===== config.mk =====
export PLATFORM = sky130hd
export DESIGN_NAME = noc_vc_input_buffer_flat
export DESIGN_NICKNAME = d
export VERILOG_FILES = /design/src/rtl/noc_pkg.sv /design/src/rtl/noc_vc_input_buffer_if.sv /design/src/rtl/noc_vc_queue.sv /design/src/rtl/noc_vc_input_buffer.sv /design/src/flat_wrapper.sv
export SDC_FILE = /design/constraint.sdc
export NUM_CORES = 1
export LEC_CHECK = 0
export CAP_MARGIN = 20
export CORE_ASPECT_RATIO = 1.25
export CORE_MARGIN = 3
export CORE_UTILIZATION = 35
export DETAILED_ROUTE_END_ITERATION = 8
export PLACE_DENSITY = 0.63
export SLEW_MARGIN = 10
export SYNTH_ARGS = -nofsm -noshare
export SYNTH_HDL_FRONTEND = slang
export SYNTH_SLANG_ARGS = --single-unit

===== constraint.sdc =====
create_clock -name clk -period 5.6 [get_ports clk]
set_input_delay 1.68 -clock clk [delete_from_list [all_inputs] [get_ports clk]]
set_output_delay 1.68 -clock clk [all_outputs]
set_load 0.02 [all_outputs]

===== src/rtl/noc_pkg.sv =====
// Shared definitions for the NoC virtual-channel input buffer: flit type codes,
// default field geometry, packet FSM states and a compile-time clog2.
package noc_pkg;

    localparam logic [1:0] FT_BODY   = 2'b00;
    localparam logic [1:0] FT_HEAD   = 2'b01;
    localparam logic [1:0] FT_TAIL   = 2'b10;
    localparam logic [1:0] FT_SINGLE = 2'b11;

    localparam int unsigned NOC_FLIT_W   = 32;
    localparam int unsigned NOC_DEST_LSB = 8;
    localparam int unsigned NOC_DEST_W   = 4;

    typedef enum logic {
        StIdle,
        StActive
    } pkt_state_e;

    function automatic int unsigned clog2(input int unsigned value);
        int unsigned result;
        result = 0;
        for (int i = 0; i < 32; i++) begin
            if ((32'd1 << i) < value) result = i + 1;
        end
        return result;
    endfunction

endpackage


===== src/rtl/noc_vc_input_buffer_if.sv =====
// Write/read handshake bundle of the VC input buffer. The err signal exists only when
// NOC_VC_PROTOCOL_CHECK_EN is defined.
interface noc_vc_input_buffer_if
    import noc_pkg::*;
#(
    parameter int unsigned FLIT_W = NOC_FLIT_W,
    parameter int unsigned NUM_VC = 2,
    parameter int unsigned DEST_W = NOC_DEST_W
);
    localparam int unsigned VC_W = (NUM_VC > 1) ? clog2(NUM_VC) : 1;

    logic              wr_en;
    logic [VC_W-1:0]   wr_vc;
    logic [FLIT_W-1:0] wr_flit;
    logic              rd_en;
    logic [VC_W-1:0]   rd_vc;
    logic              rd_valid;
    logic [FLIT_W-1:0] rd_flit;
    logic [DEST_W-1:0] rd_dest;
    logic [NUM_VC-1:0] empty;
    logic [NUM_VC-1:0] full;
    logic [NUM_VC-1:0] pkt_active;
    logic [NUM_VC-1:0] credit_out;

`ifdef NOC_VC_PROTOCOL_CHECK_EN
    logic [NUM_VC-1:0] err;

    modport master (
        output wr_en, wr_vc, wr_flit, rd_en, rd_vc,
        input  rd_valid, rd_flit, rd_dest, empty, full, pkt_active, credit_out, err
    );

    modport slave (
        input  wr_en, wr_vc, wr_flit, rd_en, rd_vc,
        output rd_valid, rd_flit, rd_dest, empty, full, pkt_active, credit_out, err
    );
`else
    modport master (
        output wr_en, wr_vc, wr_flit, rd_en, rd_vc,
        input  rd_valid, rd_flit, rd_dest, empty, full, pkt_active, credit_out
    );

    modport slave (
        input  wr_en, wr_vc, wr_flit, rd_en, rd_vc,
        output rd_valid, rd_flit, rd_dest, empty, full, pkt_active, credit_out
    );
`endif

endinterface


===== src/rtl/noc_vc_queue.sv =====
// Single-VC circular flit queue. push/pop must already be qualified by !full/!empty;
// the head entry is presented combinationally on rdata.
module noc_vc_queue
    import noc_pkg::*;
#(
    parameter int unsigned FLIT_W = NOC_FLIT_W,
    parameter int unsigned DEPTH  = 8
) (
    input  logic              clk,
    input  logic              rst_n,
    input  logic              push,
    input  logic              pop,
    input  logic [FLIT_W-1:0] wdata,
    output logic [FLIT_W-1:0] rdata,
    output logic              empty,
    output logic              full
);
    localparam int unsigned PTR_W = clog2(DEPTH);
    localparam logic [PTR_W:0] FULL_CNT = DEPTH[PTR_W:0];

    logic [FLIT_W-1:0] mem [DEPTH];
    logic [PTR_W-1:0]  wr_ptr_q;
    logic [PTR_W-1:0]  rd_ptr_q;
    logic [PTR_W:0]    count_q;

    always_ff @(posedge clk or negedge rst_n) begin
        if (!rst_n) begin
            wr_ptr_q <= '0;
            rd_ptr_q <= '0;
            count_q  <= '0;
        end else begin
            if (push) wr_ptr_q <= wr_ptr_q + 1'b1;
            if (pop)  rd_ptr_q <= rd_ptr_q + 1'b1;
            if (push && !pop) begin
                count_q <= count_q + 1'b1;
            end else if (pop && !push) begin
                count_q <= count_q - 1'b1;
            end
        end
    end

    // Storage carries no reset; validity is tracked purely by the pointers.
    always_ff @(posedge clk) begin
        if (push) mem[wr_ptr_q] <= wdata;
    end

    assign rdata = mem[rd_ptr_q];
    assign empty = (count_q == '0);
    assign full  = (count_q == FULL_CNT);

endmodule


===== src/rtl/noc_vc_input_buffer.sv =====
// Mesh router input port buffer: NUM_VC queues, registered pop, per-VC packet dest tracking
// and credit pulses. Define NOC_VC_PROTOCOL_CHECK_EN to drop mis-framed writes and flag err.
module noc_vc_input_buffer
    import noc_pkg::*;
#(
    parameter int unsigned FLIT_W   = NOC_FLIT_W,
    parameter int unsigned DEPTH    = 8,
    parameter int unsigned NUM_VC   = 2,
    parameter int unsigned DEST_LSB = NOC_DEST_LSB,
    parameter int unsigned DEST_W   = NOC_DEST_W
) (
    input logic                  clk,
    input logic                  rst_n,
    noc_vc_input_buffer_if.slave bus
);
    logic [NUM_VC-1:0] q_empty;
    logic [NUM_VC-1:0] q_full;
    logic [NUM_VC-1:0] q_push;
    logic [NUM_VC-1:0] q_pop;
    logic [FLIT_W-1:0] q_rdata [NUM_VC];

    logic              wr_cand;
    logic              wr_violation;
    logic              rd_accept;
    logic [FLIT_W-1:0] rd_head;
    logic [1:0]        rd_type;
    logic [DEST_W-1:0] rd_head_dest;

    logic              rd_valid_q;
    logic [FLIT_W-1:0] rd_flit_q;
    logic [DEST_W-1:0] rd_dest_q;
    logic [NUM_VC-1:0] credit_q;
    logic [NUM_VC-1:0] pkt_active;
    pkt_state_e        rd_state_q [NUM_VC];
    logic [DEST_W-1:0] dest_q     [NUM_VC];

    for (genvar v = 0; v < NUM_VC; v++) begin : g_vc
        noc_vc_queue #(
            .FLIT_W(FLIT_W),
            .DEPTH (DEPTH)
        ) u_queue (
            .clk  (clk),
            .rst_n(rst_n),
            .push (q_push[v]),
            .pop  (q_pop[v]),
            .wdata(bus.wr_flit),
            .rdata(q_rdata[v]),
            .empty(q_empty[v]),
            .full (q_full[v])
        );
    end

    // Full/empty are pre-edge values, so a pop never frees room for a same-cycle write.
    assign wr_cand   = bus.wr_en && (32'(bus.wr_vc) < NUM_VC) && !q_full[bus.wr_vc];
    assign rd_accept = bus.rd_en && (32'(bus.rd_vc) < NUM_VC) && !q_empty[bus.rd_vc];

    assign rd_head      = q_rdata[bus.rd_vc];
    assign rd_type      = rd_head[FLIT_W-1 -: 2];
    assign rd_head_dest = rd_head[DEST_LSB +: DEST_W];

`ifdef NOC_VC_PROTOCOL_CHECK_EN
    pkt_state_e        wr_state_q [NUM_VC];
    logic [NUM_VC-1:0] err_q;
    logic [1:0]        wr_type;

    assign wr_type = bus.wr_flit[FLIT_W-1 -: 2];

    always_comb begin
        wr_violation = 1'b0;
        if (wr_state_q[bus.wr_vc] == StIdle) begin
            wr_violation = (wr_type == FT_BODY) || (wr_type == FT_TAIL);
        end else begin
            wr_violation = (wr_type == FT_HEAD) || (wr_type == FT_SINGLE);
        end
    end

    always_ff @(posedge clk or negedge rst_n) begin
        if (!rst_n) begin
            err_q <= '0;
            for (int v = 0; v < NUM_VC; v++) wr_state_q[v] <= StIdle;
        end else if (wr_cand) begin
            if (wr_violation) begin
                err_q[bus.wr_vc] <= 1'b1;
            end else if (wr_type == FT_HEAD) begin
                wr_state_q[bus.wr_vc] <= StActive;
            end else if (wr_type == FT_TAIL) begin
                wr_state_q[bus.wr_vc] <= StIdle;
            end
        end
    end

    assign bus.err = err_q;
`else
    assign wr_violation = 1'b0;
`endif

    always_comb begin
        q_push = '0;
        q_pop  = '0;
        if (wr_cand && !wr_violation) q_push[bus.wr_vc] = 1'b1;
        if (rd_accept)                q_pop[bus.rd_vc]  = 1'b1;
    end

    always_ff @(posedge clk or negedge rst_n) begin
        if (!rst_n) begin
            rd_valid_q <= 1'b0;
            rd_flit_q  <= '0;
            rd_dest_q  <= '0;
            credit_q   <= '0;
            for (int v = 0; v < NUM_VC; v++) begin
                rd_state_q[v] <= StIdle;
                dest_q[v]     <= '0;
            end
        end else begin
            rd_valid_q <= rd_accept;
            credit_q   <= q_pop;
            if (rd_accept) begin
                rd_flit_q <= rd_head;
                // Head-carrying flits supply their own dest; the rest inherit the packet's.
                rd_dest_q <= (rd_type == FT_HEAD || rd_type == FT_SINGLE) ?
                             rd_head_dest : dest_q[bus.rd_vc];
                if (rd_state_q[bus.rd_vc] == StIdle && rd_type == FT_HEAD) begin
                    rd_state_q[bus.rd_vc] <= StActive;
                    dest_q[bus.rd_vc]     <= rd_head_dest;
                end else if (rd_state_q[bus.rd_vc] == StActive && rd_type == FT_TAIL) begin
                    rd_state_q[bus.rd_vc] <= StIdle;
                end
            end
        end
    end

    always_comb begin
        pkt_active = '0;
        for (int v = 0; v < NUM_VC; v++) pkt_active[v] = (rd_state_q[v] == StActive);
    end

    assign bus.rd_valid   = rd_valid_q;
    assign bus.rd_flit    = rd_flit_q;
    assign bus.rd_dest    = rd_dest_q;
    assign bus.credit_out = credit_q;
    assign bus.pkt_active = pkt_active;
    assign bus.empty      = q_empty;
    assign bus.full       = q_full;

endmodule


===== src/flat_wrapper.sv =====
// flat-port wrapper written by rule: the top's interface ports become plain ports
module noc_vc_input_buffer_flat import noc_pkg::*;
#(
    parameter int unsigned FLIT_W   = NOC_FLIT_W,
    parameter int unsigned DEPTH    = 8,
    parameter int unsigned NUM_VC   = 2,
    parameter int unsigned DEST_LSB = NOC_DEST_LSB,
    parameter int unsigned DEST_W   = NOC_DEST_W
)
  (clk, rst_n, bus_wr_en, bus_wr_vc, bus_wr_flit, bus_rd_en, bus_rd_vc, bus_rd_valid, bus_rd_flit, bus_rd_dest, bus_empty, bus_full, bus_pkt_active, bus_credit_out);
  noc_vc_input_buffer_if #(.FLIT_W(FLIT_W), .NUM_VC(NUM_VC), .DEST_W(DEST_W)) bus_i ();
  input logic clk;
  input logic rst_n;
  input wire logic [$bits(bus_i.wr_en)-1:0] bus_wr_en;
  input wire logic [$bits(bus_i.wr_vc)-1:0] bus_wr_vc;
  input wire logic [$bits(bus_i.wr_flit)-1:0] bus_wr_flit;
  input wire logic [$bits(bus_i.rd_en)-1:0] bus_rd_en;
  input wire logic [$bits(bus_i.rd_vc)-1:0] bus_rd_vc;
  output wire logic [$bits(bus_i.rd_valid)-1:0] bus_rd_valid;
  output wire logic [$bits(bus_i.rd_flit)-1:0] bus_rd_flit;
  output wire logic [$bits(bus_i.rd_dest)-1:0] bus_rd_dest;
  output wire logic [$bits(bus_i.empty)-1:0] bus_empty;
  output wire logic [$bits(bus_i.full)-1:0] bus_full;
  output wire logic [$bits(bus_i.pkt_active)-1:0] bus_pkt_active;
  output wire logic [$bits(bus_i.credit_out)-1:0] bus_credit_out;
  assign bus_i.wr_en = bus_wr_en;
  assign bus_i.wr_vc = bus_wr_vc;
  assign bus_i.wr_flit = bus_wr_flit;
  assign bus_i.rd_en = bus_rd_en;
  assign bus_i.rd_vc = bus_rd_vc;
  assign bus_rd_valid = bus_i.rd_valid;
  assign bus_rd_flit = bus_i.rd_flit;
  assign bus_rd_dest = bus_i.rd_dest;
  assign bus_empty = bus_i.empty;
  assign bus_full = bus_i.full;
  assign bus_pkt_active = bus_i.pkt_active;
  assign bus_credit_out = bus_i.credit_out;
  noc_vc_input_buffer #(.FLIT_W(FLIT_W), .DEPTH(DEPTH), .NUM_VC(NUM_VC), .DEST_LSB(DEST_LSB), .DEST_W(DEST_W)) u_core (.clk(clk), .rst_n(rst_n), .bus(bus_i));
endmodule

After elaboration in Yosys (flattened, before gate mapping)
Memory sizes are Yosys's and may differ from the RTL's.
Index checks and enable logic that the tools add are counted.
{"block": "totals", "ff_bits": 69, "ram_bits": 512, "word_cells": 100, "memories": 2}
{"block": "op_classes", "n_addsub": 8, "magnitude_cmp": 6, "n_eq_ne": 5, "n_mux": 35, "n_bitwise": 5, "n_reduce_logical": 25}
{"name": "u_core.g_vc[0].u_queue.mem", "depth": 8, "word_bits": 32, "rd": 1, "rd_ports_with_merged_regs": 0, "write_ports": 1, "line_no": "noc_vc_queue.sv:21", "rtl": "logic [FLIT_W-1:0] mem [DEPTH];"}
{"name": "u_core.g_vc[1].u_queue.mem", "depth": 8, "word_bits": 32, "rd": 1, "rd_ports_with_merged_regs": 0, "write_ports": 1, "line_no": "noc_vc_queue.sv:21"}
{"operator": "$mux 32", "count": 3}
{"operator": "$mux 4", "count": 9}
{"operator": "$mux 1", "count": 14}
{"operator": "$add 3x1->3 const B", "count": 4}
{"operator": "$logic_and 1x1->1", "count": 11}
{"operator": "$add 4x1->4 const B", "count": 2}
{"operator": "$bwmux 8", "count": 1}
{"operator": "$eq 4x4->1 const B", "count": 2}
{"operator": "$logic_not 4->1", "count": 2}
{"operator": "$mux 2", "count": 4}
{"operator": "$sub 4x1->4 const B", "count": 2}
{"operator": "$logic_not 1->1", "count": 6}
{"operator": "$reduce_bool 2->1", "count": 3}
{"operator": "$demux 4 s1", "count": 1}
{"operator": "$eq 2x2->1 const B", "count": 2}
{"operator": "$lt 1x2->1 const B", "count": 2}
{"operator": "$reduce_and 2->1", "count": 2}
{"operator": "$demux 1 s1", "count": 3}
{"operator": "$and 2x2->2", "count": 1}
{"operator": "$eq 2x1->1 const B", "count": 1}
{"operator": "$ge 1x1->1 const B", "count": 2}
{"operator": "$ge 2x2->1 const B", "count": 1}
{"operator": "$lt 2x1->1 const B", "count": 1}
{"operator": "$not 1->2", "count": 1}
{"operator": "other kinds (4)", "count": 4}

Depth between registers and ports, before layout
Gate-level depths: netlist of run 1.
{"block": "depth", "word_depth": 10, "ltp_mapped": 12}

Hierarchy
From an unflattened synthesis of run 1, not the netlist that was laid out.
{"block": "unflattened", "hier_cells": 1028, "hier_area_um2": 22944.5}
{"mod": "noc_vc_queue", "instances": 2, "cells_each": 430, "area_each_um2": 10331.2}
{"mod": "noc_vc_input_buffer", "instances": 1, "cells_each": 168, "area_each_um2": 2282.2}

Worst setup path after synthesis of run 1
No wires, ideal clock.
{"block": "synth_path", "path_kind": "input-to-reg", "from": "in bus_wr_vc", "to": "mem u_core.g_vc[0].u_queue.mem[1][0] in the netlist's numbering, enable pin", "setup_ps": 461, "arrival_ps": 4616, "required_ps": 5139, "slack_ps": 523, "stages": 3, "n_path_buf": 0, "path_cell_list": "nor3b_1 nand2_1 nor3_1"}
{"block": "synth_between", "elab_chain_len": 7}
{"element": "from (decl)", "line_no": "flat_wrapper.sv:15", "rtl": "input wire logic [$bits(bus_i.wr_vc)-1:0] bus_wr_vc;"}
{"element": "$lt 1x2->1 (not written as such), or another cell as far along", "line_no": "noc_vc_input_buffer.sv:100", "rtl": "if (wr_cand && !wr_violation) q_push[bus.wr_vc] = 1'b1;"}
{"element": "$logic_and 1x1->1 (not written as such) or $mux 1 (tied branches)", "line_no": "noc_vc_input_buffer.sv:100, noc_vc_input_buffer.sv:54"}
{"element": "$mux 1 (not written as such) or $logic_not 1->1 (tied branches)", "line_no": "noc_vc_input_buffer.sv:100, noc_vc_input_buffer.sv:54"}
{"element": "$demux 1 s1 or $logic_and 1x1->1 (tied branches)"}
{"element": "$mux 2 (*)", "line_no": "noc_vc_input_buffer.sv:100"}
{"element": "$mux 1 (*)", "line_no": "noc_vc_queue.sv:44", "rtl": "if (push) mem[wr_ptr_q] <= wdata;"}
{"element": "$mux 1 (not written as such) (*)", "line_no": "noc_vc_queue.sv:44"}
{"element": "to (decl)", "line_no": "noc_vc_queue.sv:21"}
Mark *: on every way between the ends. The rest lies on a longest branch, timed or not. The select of a mux whose other input is x is not followed.

Worst setup path after layout of run 1
{"block": "layout_path", "from": "reg u_core.g_vc[1].u_queue.count_q[0]", "to": "out bus_empty[1]"}
{"block": "layout_between", "elab_chain_len": 1}
{"element": "from (decl)", "line_no": "noc_vc_queue.sv:24", "rtl": "logic [PTR_W:0] count_q;"}
{"element": "from (signal assigned)", "line_no": "noc_vc_queue.sv:35", "rtl": "count_q <= count_q + 1'b1;"}
{"element": "from (signal assigned)", "line_no": "noc_vc_queue.sv:37", "rtl": "count_q <= count_q - 1'b1;"}
{"element": "$logic_not 4->1", "line_no": "noc_vc_queue.sv:48", "rtl": "assign empty = (count_q == '0);"}
{"element": "to (decl)", "line_no": "flat_wrapper.sv:22", "rtl": "output wire logic [$bits(bus_i.empty)-1:0] bus_empty;"}
No other way between the ends.

==> flow_metrics.env, run 1 <==
export IMPL_num_vias=10429
export IMPL_syn_to_final_growth_pct=16.2
export IMPL_final_cell_mix="edfxtp_1 (512), mux4_2 (122), clkdlybuf4s50_1 (81)"
export IMPL_insertion_delay_ns=0.57
export IMPL_ir_drop_uv=264
export IMPL_antenna_cells=0
export IMPL_htree_levels=2
export IMPL_cts_hold_buf=0
export IMPL_total_power_mw=12.4
export IMPL_required_ns=3.92
export IMPL_detail_route_wl_per_cell_um=22.5
export IMPL_crit_path_max_incr_delay_ns=0.61
export IMPL_setup_tns_ns=0
export IMPL_cp_end_kind="output pin"
export IMPL_critPathSlowestCell="or4_1"
export IMPL_initial_core_util_pct=35.4
export IMPL_syn_area_per_cell_sq_um=21.2
export IMPL_grt_max_degree=51
export IMPL_synth_mux_area_share_pct=17.1
export IMPL_nNetsFinal=1223
export IMPL_io_pins=83
export IMPL_overflow=0
export IMPL_dieArea_sq_mm=0.0670
export IMPL_drv_slew=0
export IMPL_grt_pass1_vias=11140
export IMPL_ant_nets=0
export IMPL_dr_pass1_iters=5
export IMPL_post_dp_hpwl_um=26700
export IMPL_yosys_area_share_simple_pct=2.07
export IMPL_drive_above_1_share_pct=23.7
export IMPL_synth_top_family_by_area="multiplexers"
export IMPL_hold_class="reg -> reg"
export IMPL_synth_xor_area_share_pct=0.626
export IMPL_ctsRootBufferMaster="clkbuf_16"
export IMPL_layout_commonest_cell="edfxtp_1"
export IMPL_max_cap_violations=0
export IMPL_critPathArrivalTime_ns=2.30
export IMPL_cts_buffer_depth=3
export IMPL_yosysWarnings=0
export IMPL_hold_viol_final=0
export IMPL_synth_compound_area_share_pct=1.71
export IMPL_tightest_slew_ns=0.958
export IMPL_drtIter0Drc=914
export IMPL_post_route_min_period_ns=3.98
export IMPL_placedInstanceArea_sq_mm=0.0244
export IMPL_fin_worst_skew_ns=0.0111
export IMPL_whs_ns=0.471
export IMPL_post_cts_resized=0
export IMPL_critical_path_class="reg -> out"
export IMPL_clkSlewWorstSetupHoldPaths_ns=0.06
export IMPL_post_place_ws_ns=1.06
export IMPL_p_leak_nw=8.49
export IMPL_antenna_found_initial=1
export IMPL_worstPathCellList="or4_1, inv_1, clkdlybuf4s50_1"
export IMPL_cts_sinks=581
export IMPL_grt_pass1_wl_um=70900
export IMPL_status="finished, final reports clean"
export IMPL_regToRegSetupSlack_ns=2.55
export IMPL_cellPowerDensity_mw_per_mm2=478
export IMPL_gp_congestion=0.699
export IMPL_drc_errors=0
export IMPL_post_cts_buffers=0
export IMPL_final_area_sq_mm=0.0260
export IMPL_layoutNonFillerInstCount=2056
export IMPL_syn_num_nets=1106
export IMPL_final_util_pct=41.1
export IMPL_ys_ff_latch=581
export IMPL_die_h_um=289
export IMPL_finalCritPeriodShare_pct=71.0
export IMPL_die_w_um=232
export IMPL_vias_per_cell=5.07
export IMPL_setup_ws_ns=1.62
export IMPL_yosys_most_used_dff="edfxtp_1"
export IMPL_rows=103
export IMPL_cts_tree="built"
export IMPL_cts_buffers=53
export IMPL_synth_adder_area_share_pct=0.738
export IMPL_io_buffers=82
export IMPL_async_flop_share_pct=11.9
export IMPL_routed_wl_um=46200
export IMPL_synth_distinct_cells=40
export IMPL_fmax_mhz=251
export IMPL_rsz0062_at_grt="no"
export IMPL_coreArea_sq_mm=0.0633
export IMPL_synth_area_sq_mm=0.0224
export IMPL_synth_edf_count=512
export IMPL_cp_max_fo=5
export IMPL_grt_use_total_pct=14.1
export IMPL_yosysSeqAreaShare_pct=76.4
export IMPL_place_inst=1958
export IMPL_maxSlewHeadroom_pct=36.1
export IMPL_synthCells=1056
export IMPL_crit_path_start_kind="flip-flop"
export IMPL_finalSetupViolCount=0
worst paths after layout:
path | from | end | depth (start not counted)
min | u_core.bus.rd_flit[11]$_DFFE_PN0N_ | u_core.bus.rd_flit[11]$_DFFE_PN0N_ | 2
min reg2reg | u_core.bus.rd_flit[11]$_DFFE_PN0N_ | u_core.bus.rd_flit[11]$_DFFE_PN0N_ | 2
max | u_core.g_vc[1].u_queue.count_q[0]$_DFFE_PN0P_ | bus_empty[1] | 3
min in group asynchronous | rst_n | u_core.bus.rd_dest[1]$_DFFE_PN0N_ | 1
max in group asynchronous | rst_n | u_core.g_vc[1].u_queue.rd_ptr_q[0]$_DFFE_PN0P_ | 2
max reg2reg | u_core.g_vc[1].u_queue.rd_ptr_q[1]$_DFFE_PN0P_ | u_core.dest_q[1]$_DFFE_PN0P_ | 6
state kept, by name, indices dropped and copies added, names as in the netlist, named ones only:
signal,flops
u_core.dest_q,8
u_core.g_vc.u_queue.rd_ptr_q,6
u_core.g_vc.u_queue.count_q,8
u_core.bus.rd_dest,4
u_core.g_vc.u_queue.mem,512
u_core.bus.rd_valid,1
u_core.g_vc.u_queue.wr_ptr_q,6
u_core.bus.rd_flit,32
u_core.bus.credit_out,2
area by class of cell:
class | instances | area (sq um)
Fill cell | 5479 | 37300
Sequential cell | 581 | 17100
Multi-Input combinational cell | 415 | 5100
Clock buffer | 68 | 1440
Timing Repair Buffer | 116 | 1100
Tap cell | 840 | 1050
Clock inverter | 30 | 160
Inverter | 6 | 22.5
kinds of logic (layout without fill, tap and decap cells):
kind of cell	Yosys count	in the layout
buffers and inverters	60	220
muxes	213	213
AOI/OAI and AO/OA	71	71
adders and majority gates	12	12
xor gates and xnor gates	16	16
DFF	581	581
and+or+nand+nor	103	103
power breakdown:
part | total [mW] | leakage, nW | switching [mW] | internal [mW]
registers | 5.78 | 5.45 | 0.508 | 5.27
clock network | 3.33 | 0.798 | 1.51 | 1.82
logic | 3.32 | 2.23 | 1.64 | 1.69
total | 12.4 | 8.49 | 3.66 | 8.78
cell usage after synthesis (all sizes together), types with 2 or more instances:
| cell | count | area share, % |
|---|---|---|
| edfxtp | 512 | 69 |
| mux4 | 128 | 13 |
| dfrtp | 69 | 7.7 |
| mux2i | 61 | 2.9 |
| nor2 | 47 | 0.80 |
| o21ai | 34 | 0.76 |
| buf | 32 | 0.84 |
| nand2 | 30 | 0.50 |
| a21oi | 29 | 0.65 |
| mux2 | 24 | 1.3 |
| clkbuf | 22 | 0.37 |
| xnor2 | 12 | 0.47 |
| ha | 10 | 0.56 |
| inv | 6 | 0.10 |
| nand2b | 5 | 0.14 |
| nor3 | 5 | 0.11 |
| nor4b | 5 | 0.20 |
| xor2 | 4 | 0.16 |
| a21o | 3 | 0.10 |
| nor2b | 3 | 0.084 |
| a22o | 2 | 0.078 |
| fa | 2 | 0.18 |
| o32a | 2 | 0.089 |
critical path: cells and delay by family, from the launching register on:
| kind | cells | cell delay, ns |
|---|---|---|
| flops | 1 | 0.44 |
| simple gates | 1 | 0.61 |
| buf+inv | 2 | 0.68 |
routing by layer:
metal / vias to the layer above / global-route usage (%) / part of all wire (%)
met3: 71 / 2.84 / 5.2
met5: - / 0 / 0.024
met1: 5610 / 18.3 / 42
li1: 4522 / - / -
met4: 2 / 3.63 / 2.3
met2: 224 / 24.2 / 51
(Power assumes the default switching activity.)
==> run 2, diff against run 1 <==
==> constraint.sdc (replaced) <==
create_clock -name clk -period 4.1 [get_ports clk]
set_input_delay 1.23 -clock clk [delete_from_list [all_inputs] [get_ports clk]]
set_output_delay 1.23 -clock clk [all_outputs]
set_load 0.02 [all_outputs]
==> flow_metrics.env, run 2 (synthesis gave the netlist of run 1 again) <==
export IMPL_critical_path_class="reg -> out"
export IMPL_p_int_mw=12.3
export IMPL_fmax_mhz=269
export IMPL_worstPathCellList="nor4b_1, clkdlybuf4s50_1"
export IMPL_min_to="u_core.bus.rd_flit[10]$_DFFE_PN0N_"
export IMPL_rsz0062_at_grt="no"
export IMPL_finalCritPeriodShare_pct=90.8
export IMPL_post_cts_resized=0
export IMPL_num_vias=10339
export IMPL_rows=103
export IMPL_detail_route_wl_per_cell_um=22.8
export IMPL_cts_tree="built"
export IMPL_regToRegSetupSlack_ns=1.23
export IMPL_tightest_slew_ns=1.04
export IMPL_hold_viol_final=0
export IMPL_ant_nets=0
export IMPL_drive_above_1_share_pct=23.6
export IMPL_die_w_um=232
export IMPL_required_ns=2.87
export IMPL_cts_buffer_depth=3
export IMPL_ir_drop_uv=300
export IMPL_dr_pass1_iters=5
export IMPL_grt_max_degree=40
export IMPL_swShare_pct=29.0
export IMPL_initial_core_util_pct=35.4
export IMPL_holdPathStages=2
export IMPL_final_cell_mix="edfxtp_1 (512), mux4_2 (122), clkdlybuf4s50_1 (81)"
export IMPL_power_frac_clock_pct=27.8
export IMPL_cp_end_kind="output pin"
export IMPL_critPathSlowestCell="clkdlybuf4s50_1"
export IMPL_gp_congestion=0.711
export IMPL_maxSlewHeadroom_pct=30.3
export IMPL_fillers=5423
export IMPL_cellPowerDensity_mw_per_mm2=658
export IMPL_hold_class="reg -> reg"
export IMPL_p_sw_mw=5.02
export IMPL_coreArea_sq_mm=0.0633
export IMPL_drtIter0Drc=745
export IMPL_nNetsFinal=1229
export IMPL_vias_per_cell=5.01
export IMPL_final_util_pct=41.6
export IMPL_reg2reg_to="u_core.g_vc[0].u_queue.count_q[3]$_DFFE_PN0P_"
export IMPL_fin_worst_skew_ns=0.0177
export IMPL_post_route_min_period_ns=3.72
export IMPL_die_h_um=289
export IMPL_post_cts_buffers=0
export IMPL_crit_path_max_incr_delay_ns=0.75
export IMPL_critPathArrivalTime_ns=2.49
export IMPL_cts_hold_buf=0
export IMPL_crit_path_start_kind="flip-flop"
export IMPL_io_buffers=82
export IMPL_r2r_start="u_core.g_vc[0].u_queue.count_q[1]$_DFFE_PN0P_"
export IMPL_finalSetupViolCount=0
export IMPL_cts_buffers=53
export IMPL_largest_register_ffs=512
export IMPL_worstRegToRegCells=11
export IMPL_status="finished, final reports clean"
export IMPL_io_pins=83
export IMPL_overflow=0
export IMPL_clkSlewWorstSetupHoldPaths_ns=0.07
export IMPL_cp_max_fo=5
export IMPL_drc_errors=0
export IMPL_largest_register="u_core.g_vc.u_queue.mem"
export IMPL_routed_wl_um=47100
export IMPL_layout_commonest_cell="edfxtp_1"
export IMPL_grt_use_total_pct=14.1
export IMPL_dieArea_sq_mm=0.0670
export IMPL_insertion_delay_ns=0.59
export IMPL_post_dp_hpwl_um=27000
export IMPL_syn_to_final_growth_pct=17.7
export IMPL_grt_pass1_vias=11289
export IMPL_drv_slew=0
export IMPL_max_cap_violations=0
export IMPL_setup_tns_ns=0
export IMPL_pwr_share_seq_pct=45.5
export IMPL_cts_sinks=581
export IMPL_htree_levels=2
export IMPL_hp_start="u_core.bus.rd_flit[10]$_DFFE_PN0N_"
export IMPL_comb_power_share_pct=26.7
export IMPL_antenna_found_initial=1
export IMPL_p_leak_nw=8.58
export IMPL_ctsRootBufferMaster="clkbuf_16"
export IMPL_grt_pass1_wl_um=70900
run 2: routing by layer:
metal,global-route usage (%),share of wire [%],vias to the layer above
met5,0,0,-
met4,3.36,1.7,0
met3,2.88,5.4,63
met2,25.5,53,223
met1,17.4,40,5512
li1,-,-,4541
run 2: critical path, delay by kind of cell, from the launching register on:
| kind | cells | cell delay [ns] |
|---|---|---|
| buffers and inverters | 1 | 0.75 |
| and+or+nand+nor | 1 | 0.73 |
| DFF | 1 | 0.44 |
run 2: final cells by class:
type / count / area [sq um] / area share (%)
Timing Repair Buffer: 122 / 1320 / 5.01
Multi-Input combinational cell: 415 / 5130 / 19.5
Antenna cell: 1 / 2.50 / 0.00950
Clock buffer: 81 / 1510 / 5.74
Clock inverter: 17 / 193 / 0.732
Sequential cell: 581 / 17100 / 65.0
Tap cell: 840 / 1050 / 3.99
Inverter: 6 / 22.5 / 0.0855
run 2: how the worst max path moves through the flow:
stage	cells past startpoint	endpoint	startpoint	slack (ns)
floorplan	3	u_core.g_vc[0].u_queue.mem[7][0]$_DFFE_PP_	bus_wr_vc	0.32
global placement	10	u_core.g_vc[0].u_queue.count_q[3]$_DFFE_PN0P_	bus_rd_en	0.45
detailed placement	10	u_core.g_vc[0].u_queue.count_q[3]$_DFFE_PN0P_	bus_rd_vc	0.44
CTS	2	bus_full[0]	u_core.g_vc[0].u_queue.count_q[1]$_DFFE_PN0P_	0.17
global route	2	bus_full[0]	u_core.g_vc[0].u_queue.count_q[1]$_DFFE_PN0P_	0.23
finish	2	bus_full[0]	u_core.g_vc[0].u_queue.count_q[1]$_DFFE_PN0P_	0.38
run 2: power by group through the flow:
stage	clock network [mW]	registers (mW)	logic, mW
after floorplan	0	7.81	3.22
after global placement	0	8.00	4.67
after detailed placement	0	8.03	4.73
after CTS	4.94	7.91	4.74
after global routing	5.17	7.99	5.03
final	4.81	7.88	4.63
run 2: through the flow:
step / cells / power, mW / setup slack (ns) / hold slack (ns) / cell area [sq um]
detailed placement: 1964 / 12.8 / 0.440 / 0.470 / 24600
floorplan: 1056 / 11.0 / 0.324 / 0.447 / 22400
CTS: 2062 / 17.6 / 0.167 / 0.483 / 26300
global placement: 1964 / 12.7 / 0.451 / 0.455 / 24600
finish: 2063 / 17.3 / 0.376 / 0.478 / 26300
global route: 2062 / 18.2 / 0.226 / 0.512 / 26300
